==> src/rtl/pipe_stage_reg_if.sv <==
// Valid/ready beat channel carrying an opaque control field and data field.
// The master drives the beat; the slave returns ready.
interface pipe_stage_reg_if #(
  parameter int CTRL_W = 5,
  parameter int DATA_W = 101
);
  logic              valid;
  logic              ready;
  logic [CTRL_W-1:0] ctrl;
  logic [DATA_W-1:0] data;

  modport master (
    output valid,
    output ctrl,
    output data,
    input  ready
  );

  modport slave (
    input  valid,
    input  ctrl,
    input  data,
    output ready
  );
endinterface

==> src/rtl/pipe_stage_reg.sv <==
// Elastic pipeline stage register: main entry M plus one-entry skid entry S,
// so upstream ready comes straight from a flop. Flush squashes both entries
// into a bubble. A saturating counter tracks cycles the head beat is stalled.
module pipe_stage_reg #(
  parameter int CTRL_W = 5,
  parameter int DATA_W = 101,
  parameter int CNT_W  = 16
) (
  input  logic                 clk,
  input  logic                 rst,
  pipe_stage_reg_if.slave      up,
  pipe_stage_reg_if.master     dn,
  input  logic                 flush,
  input  logic                 cnt_clr,
  output logic [CNT_W-1:0]     stall_cnt
);

  logic              m_v_q,    m_v_d;
  logic [CTRL_W-1:0] m_ctrl_q, m_ctrl_d;
  logic [DATA_W-1:0] m_data_q, m_data_d;
  logic              s_v_q,    s_v_d;
  logic [CTRL_W-1:0] s_ctrl_q, s_ctrl_d;
  logic [DATA_W-1:0] s_data_q, s_data_d;
  logic [CNT_W-1:0]  cnt_q,    cnt_d;

  logic in_fire;
  logic out_fire;

  // Increment that sticks at all-ones instead of wrapping.
  function automatic logic [CNT_W-1:0] sat_inc(input logic [CNT_W-1:0] v);
    if (v == {CNT_W{1'b1}}) begin
      return v;
    end
    return v + {{(CNT_W-1){1'b0}}, 1'b1};
  endfunction

  assign in_fire  = up.valid & ~s_v_q;
  assign out_fire = m_v_q & dn.ready;

  // Ready depends only on the skid flop, never on downstream ready.
  assign up.ready = ~s_v_q;
  assign dn.valid = m_v_q;
  // Masking ctrl keeps a bubble from ever presenting a write enable.
  assign dn.ctrl  = m_v_q ? m_ctrl_q : '0;
  assign dn.data  = m_data_q;
  assign stall_cnt = cnt_q;

  // Next-state for M and S: flush, then M-free refill, then skid capture.
  always_comb begin
    m_v_d    = m_v_q;
    m_ctrl_d = m_ctrl_q;
    m_data_d = m_data_q;
    s_v_d    = s_v_q;
    s_ctrl_d = s_ctrl_q;
    s_data_d = s_data_q;
    if (flush) begin
      m_v_d    = 1'b0;
      m_ctrl_d = '0;
      m_data_d = '0;
      s_v_d    = 1'b0;
      s_ctrl_d = '0;
      s_data_d = '0;
    end else if (!m_v_q || out_fire) begin
      if (s_v_q) begin
        // in_ready is low here, so no new beat can collide with the drain.
        m_v_d    = 1'b1;
        m_ctrl_d = s_ctrl_q;
        m_data_d = s_data_q;
        s_v_d    = 1'b0;
      end else if (in_fire) begin
        m_v_d    = 1'b1;
        m_ctrl_d = up.ctrl;
        m_data_d = up.data;
      end else begin
        m_v_d    = 1'b0;
        m_ctrl_d = '0;
      end
    end else if (in_fire) begin
      s_v_d    = 1'b1;
      s_ctrl_d = up.ctrl;
      s_data_d = up.data;
    end
  end

  // Back-pressure counter: clear wins over increment; flush has no effect.
  always_comb begin
    cnt_d = cnt_q;
    if (cnt_clr) begin
      cnt_d = '0;
    end else if (m_v_q && !dn.ready) begin
      cnt_d = sat_inc(cnt_q);
    end
  end

  // State registers with asynchronous reset to an empty stage.
  always_ff @(posedge clk or posedge rst) begin
    if (rst) begin
      m_v_q    <= 1'b0;
      m_ctrl_q <= '0;
      m_data_q <= '0;
      s_v_q    <= 1'b0;
      s_ctrl_q <= '0;
      s_data_q <= '0;
      cnt_q    <= '0;
    end else begin
      m_v_q    <= m_v_d;
      m_ctrl_q <= m_ctrl_d;
      m_data_q <= m_data_d;
      s_v_q    <= s_v_d;
      s_ctrl_q <= s_ctrl_d;
      s_data_q <= s_data_d;
      cnt_q    <= cnt_d;
    end
  end

endmodule

==> src/flat_wrapper.sv <==
// flat-port wrapper written by rule: the top's interface ports become plain ports
module pipe_stage_reg_flat 
#(
  parameter int CTRL_W = 5,
  parameter int DATA_W = 101,
  parameter int CNT_W  = 16
)
  (clk, rst, flush, cnt_clr, stall_cnt, up_valid, up_ctrl, up_data, up_ready, dn_valid, dn_ctrl, dn_data, dn_ready);
  pipe_stage_reg_if #(.CTRL_W(CTRL_W), .DATA_W(DATA_W)) up_i ();
  pipe_stage_reg_if #(.CTRL_W(CTRL_W), .DATA_W(DATA_W)) dn_i ();
  input  logic clk;
  input  logic rst;
  input  logic flush;
  input  logic cnt_clr;
  output logic [CNT_W-1:0] stall_cnt;
  input wire logic [$bits(up_i.valid)-1:0] up_valid;
  input wire logic [$bits(up_i.ctrl)-1:0] up_ctrl;
  input wire logic [$bits(up_i.data)-1:0] up_data;
  output wire logic [$bits(up_i.ready)-1:0] up_ready;
  output wire logic [$bits(dn_i.valid)-1:0] dn_valid;
  output wire logic [$bits(dn_i.ctrl)-1:0] dn_ctrl;
  output wire logic [$bits(dn_i.data)-1:0] dn_data;
  input wire logic [$bits(dn_i.ready)-1:0] dn_ready;
  assign up_i.valid = up_valid;
  assign up_i.ctrl = up_ctrl;
  assign up_i.data = up_data;
  assign up_ready = up_i.ready;
  assign dn_valid = dn_i.valid;
  assign dn_ctrl = dn_i.ctrl;
  assign dn_data = dn_i.data;
  assign dn_i.ready = dn_ready;
  pipe_stage_reg #(.CTRL_W(CTRL_W), .DATA_W(DATA_W), .CNT_W(CNT_W)) u_core (.clk(clk), .rst(rst), .up(up_i), .dn(dn_i), .flush(flush), .cnt_clr(cnt_clr), .stall_cnt(stall_cnt));
endmodule
==> config.mk <==
export PLATFORM = sky130hd
export DESIGN_NAME = pipe_stage_reg_flat
export DESIGN_NICKNAME = d
export VERILOG_FILES = /design/src/rtl/pipe_stage_reg_if.sv /design/src/rtl/pipe_stage_reg.sv /design/src/flat_wrapper.sv
export SDC_FILE = /design/constraint.sdc
export NUM_CORES = 1
export LEC_CHECK = 0
export BUFFER_PORTS_ARGS = -buffer_cell sky130_fd_sc_hd__buf_2
export CAP_MARGIN = 40
export CORE_UTILIZATION = 25
export CTS_CLUSTER_SIZE = 14
export DETAILED_ROUTE_END_ITERATION = 10
export PLACE_DENSITY = 0.41
export SETUP_SLACK_MARGIN = 0.15
export SLEW_MARGIN = 20
export SYNTH_ARGS = -nofsm -noshare
export SYNTH_HDL_FRONTEND = slang
export SYNTH_SLANG_ARGS = --single-unit
export TNS_END_PERCENT = 30
==> constraint.sdc <==
create_clock -name clk -period 6.15 [get_ports clk]
set_input_delay 0.3075 -clock clk [delete_from_list [all_inputs] [get_ports clk]]
set_output_delay 0.3075 -clock clk [all_outputs]
set_load 0.02 [all_outputs]
==> Word level (Yosys, flattened, before mapping) <==
Cells that the tools add are included.
{ "word_totals": {"regBits": 230, "word_cells": 53} }
{ "op_classes": {"addsub": 1, "eq_ne": 3, "mux": 27, "bitwise_logic": 3, "n_reduce_logical": 12} }
{ "ops": {"columns": ["operator", "count"], "rows": [
  ["$mux W101", 6],
  ["$mux W16", 3],
  ["$mux W5", 8],
  ["$add A16 B1 Y16 const B", 1],
  ["$eq A16 B16 Y1 const B", 1],
  ["$mux W1", 10],
  ["$reduce_and A2 Y1", 3],
  ["$reduce_bool A2 Y1", 3],
  ["$reduce_bool A3 Y1", 2],
  ["$ne A3 B3 Y1 const B", 1],
  ["$and A1 B1 Y1", 2],
  ["$logic_not A1 Y1", 2],
  ["$ne A2 B2 Y1 const B", 1],
  ["$logic_and A1 B1 Y1", 1],
  ["$logic_or A1 B1 Y1", 1],
  ["$not A1 Y1", 1]
]} }

==> Longest topological paths before layout <==
{ "depth": {"word_depth": 7, "mapped_depth": 9, "ltp_nobuf": 5} }

==> Worst setup path after synthesis <==
No wires, ideal clock.
{ "synth_path": {"path_kind": "reg-to-reg", "startpoint": "register u_core.cnt_q[7], in the netlist u_core.stall_cnt[7]", "endpoint": "register u_core.cnt_q[15], in the netlist u_core.stall_cnt[15]", "arrival_time_ns": 1.619, "slack_ns": 4.411, "path_stages_with_launch": 5, "path_buffers": 0, "synth_period_minus_slack_ns": 1.739, "cell_sequence": "dfrtp_1 and4b_2 nand3_2 or4_1 and3b_1"} }
{ "synth_via": {"elab_chain_cells": 6} }
{ "synth_rtl": {"columns": ["element", "line_no", "rtl"], "rows": [
  ["start: declaration", "pipe_stage_reg.sv:24", "logic [CNT_W-1:0] cnt_q, cnt_d;"],
  ["start signal: assignment", "pipe_stage_reg.sv:112", "cnt_q <= cnt_d;"],
  ["parallel branches: the longest is 6 deep, another holds $add A16 B1 Y16", null, null]
]} }
Parallel ways; which one is timed is not known. The select of a mux whose other input is x is not followed.
A chain may end at the register's enable or synchronous reset.

==> Worst setup path in the final report <==
{ "layout_path": {"startpoint": "register u_core.s_v_q", "endpoint": "register u_core.s_data_q[31]"} }
{ "layout_via": {"elab_chain_cells": 4} }
{ "layout_rtl": {"columns": ["element", "line_no", "rtl"], "rows": [
  ["start: declaration", "pipe_stage_reg.sv:21", "logic s_v_q, s_v_d;"],
  ["start signal: assignment", "pipe_stage_reg.sv:109", "s_v_q <= s_v_d;"],
  ["$not A1 Y1", "pipe_stage_reg.sv:37", "assign in_fire = up.valid & ~s_v_q;"],
  ["$and A1 B1 Y1", "pipe_stage_reg.sv:37", null],
  ["$reduce_bool A2 Y1 (no line)", null, null],
  ["$reduce_and A2 Y1 (no line)", null, null],
  ["end signal: assignment", "pipe_stage_reg.sv:111", "s_data_q <= s_data_d;"],
  ["end: declaration", "pipe_stage_reg.sv:23", "logic [DATA_W-1:0] s_data_q, s_data_d;"]
]} }
No other way between the ends.

==> results.cfg <==
[timing]
setup_viol = 0
slew_violations = 0
min_period_over_period_pct = 50.8
relSlewSlack_pct = 49.9
rsz0062_at_grt = no
finalHoldViolations = 0
tightest_slew_ns = 0.750
max_freq_mhz = 320
period_needed_ns = 3.12
skew_ns = 0.00570
setup-tns-final_ns = 0

[detailed_routing]
drt_iter0_drc = 374
wl_mm = 31.4
num_vias = 8612
wl_per_cell_um = 16.6
final_antenna_net_count = 0
drtPass1Iterations = 6
vias_per_cell = 4.54
drc = 0

[finish]
fillers = 4223
fin_nets = 1459
syn_to_final_growth_pct = 34.7
layout-drive-gt1-share_pct = 22.3
fin_util_pct = 34.2

[yosys]
synth_area_per_cell_um2 = 9.88
synth_fa_ha_area_share_pct = 0.121
synth_seq_cells = 230
ys.flop_type = dfrtp_1
synth_top_area_share_pct = 55.6
yosysSeqAreaShare_pct = 55.6
synth_top_area_cell = dfrtp_1
synth_top_family_by_area = simple AND/OR/NAND/NOR gates
synth.most_common_cell = dfrtp_1
synth_compound_area_share_pct = 14.5
synthArstFlopShare_pct = 100
synth_common_cells = dfrtp_1, nand2_1, a21oi_1
synthTopCellsByArea = dfrtp_1, mux2i_1, nand2_1, a211oi_1, a21oi_1
synth_area_mm2 = 0.0104
synth_nets = 1161
synthMuxAreaShare_pct = 10.2
synth_edf_count = 0
synthCells = 1048
yosysWarningCount = 0
synth_xor_xnor_area_share_pct = 0
synthSimpleGateAreaFrac_pct = 15.5
yosysUniqueCellTypes = 38

[floorplanning]
rows = 74
io_pins = 236
die_w_um = 206
start_util_pct = 25.4
fp.dieH_um = 206
core_mm2 = 0.0408
dieArea_mm2 = 0.0422

[critical_path]
timing.critical_path.max_delay_family = simple AND/OR/NAND/NOR gates
crit_chain = nor2b_1 > and2_4 > buf_4 > nand2_1 > a21oi_1
cp-end-kind = flip-flop
cp_num_buf_inv = 1
cpMaxStageDelayCell = dfrtp_4
worst_path_largest_cell_delay_ns = 0.73
cp-start-kind = flip-flop
critPathKind = reg2reg
required_ns = 6.62
cp_max_fo = 54
worstPathArrival_ns = 3.59

[clock_tree]
cts_resized = 0
cts.sinks = 230
clk_latency_ns = 0.54
clockRootBuffer = clkbuf_16
cts_buffer_depth = 3
clk_pin_slew_ns = 0.06
numCtsBuffers = 29
cts_tree = yes
cts_htree_levels = 1

[min_path]
min_path_type = in2reg

[pwr]
p_leak_nw = 6.15
switching_share_pct = 26.7
clkPwrFrac_pct = 42.7
switching_power_mw = 0.988
p_seq_share_pct = 44.1
irDropWorstVdd_uv = 179
power_frac_comb_pct = 13.2
power.internal_mw = 2.72
p_per_area_mw_per_mm2 = 266

[grt]
grt-ovfl-total = 0
grt_pass1_wl_mm = 48.9
track_usage_pct = 14.6
antenna_found_initial = 2
grt_pass1_vias = 8346
grt_max_degree = 117

[placement]
numPortBuffers = 235
hpwl_mm = 19.4
place_congestion = 0.685

[run_status]
status = finished clean

[flow_run]
max-cap-violations = 0
==> logic make-up (layout without fill, tap and decap cells) <==
family / Yosys count / in the layout
flops: 230 / 230
simple gates: 382 / 382
mux: 105 / 105
fa+ha+maj: 1 / 1
other cells: 0 / 1
buf+inv: 92 / 407
compound gates: 238 / 238
==> area by class of cell <==
class / instances / area [µm²] / share of cell area (%)
Multi-Input combinational cell: 726 / 4190 / 30.0
Inverter: 4 / 18.8 / 0.135
Sequential cell: 230 / 5760 / 41.3
Clock buffer: 46 / 860 / 6.16
Tap cell: 532 / 666 / 4.77
Clock inverter: 2 / 10.0 / 0.0718
Antenna cell: 1 / 2.50 / 0.0179
Timing Repair Buffer: 355 / 2440 / 17.5
==> flip-flops by register name, indices dropped and copies added (netlist names) <==
name / flops
u_core.s_data_q: 101
u_core.dn.valid: 1
u_core.stall_cnt: 16
u_core.dn.data: 101
u_core.m_ctrl_q: 5
u_core.s_ctrl_q: 5
u_core.s_v_q: 1
==> final timing paths <==
kind,startpoint,end,slack [ns],cells past startpoint
setup / recovery,u_core.s_v_q,u_core.s_data_q[31],3.03,5
hold / removal,up_data[31],u_core.s_data_q[31],0.03,3
setup reg to reg,u_core.s_v_q,u_core.s_data_q[31],3.03,5
hold reg to reg,u_core.s_data_q[46],u_core.s_data_q[46],0.52,2
max in group asynchronous,rst,u_core.stall_cnt[7],4.64,4
min in group asynchronous,rst,u_core.dn.data[94],0.37,3
==> layer usage <==
| metal | vias to the layer above | GRT usage [%] | routed length [µm] |
|---|---|---|---|
| met4 | 2 | 3.62 | 493 |
| met5 | - | 0 | 13 |
| li1 | 4234 | - | - |
| met3 | 35 | 3.15 | 1780 |
| met2 | 176 | 22.2 | 14000 |
| met1 | 4165 | 20.9 | 15100 |
==> per-stage QoR <==
step | hold WS, ns | setup slack (ns) | area [µm²] | power, mW | cells
after CTS | 0.000208 | 2.93 | 13900 | 3.79 | 1893
final | 0.0336 | 3.03 | 13900 | 3.70 | 1896
after global routing | 0.0110 | 2.73 | 13900 | 3.89 | 1896
after global placement | 0.405 | 2.99 | 11900 | 2.10 | 1738
after floorplan | 0.438 | 2.83 | 10400 | 1.92 | 1048
after detailed placement | 0.399 | 2.98 | 12000 | 2.11 | 1742
==> power groups by stage <==
stage                     Clock [mW]  Combinational, mW  Sequential, mW
after floorplan                    0              0.207            1.72
after global placement             0              0.440            1.66
after detailed placement           0              0.445            1.66
after CTS                       1.65              0.498            1.63
after global routing            1.71              0.544            1.64
final                           1.58              0.488            1.63
==> placed cells by master, fill, tap and decap left out, types with 4 or more instances in the layout <==
master           n
a211oi_1       101
o31ai_1          6
buf_2          234
clkbuf_16       29
nand3_1          4
or4_1            7
nor2b_1          5
clkbuf_1        10
nor2_1         112
nor3_1           6
a21oi_1        117
dlygate4sd3_1  103
and2_1           6
clkbuf_8         7
dfrtp_1        229
mux2i_1        102
a221oi_1         5
buf_4           10
nand2_1        219
==> worst register-to-register path, cell delays in order, from the launching register on <==
cell	delay, ns
dfrtp_4	0.73
nor2b_1	0.62
and2_4	0.72
buf_4	0.67
nand2_1	0.16
a21oi_1	0.15
==> what timing repair did <==
| action | in CTS | in global routing |
|---|---|---|
| hold buffers | 103 | 0 |
| setup buffers | 0 | 0 |
| hold endpoints to repair | 123 | 0 |
No activity file was read; power rests on OpenSTA's default activity.
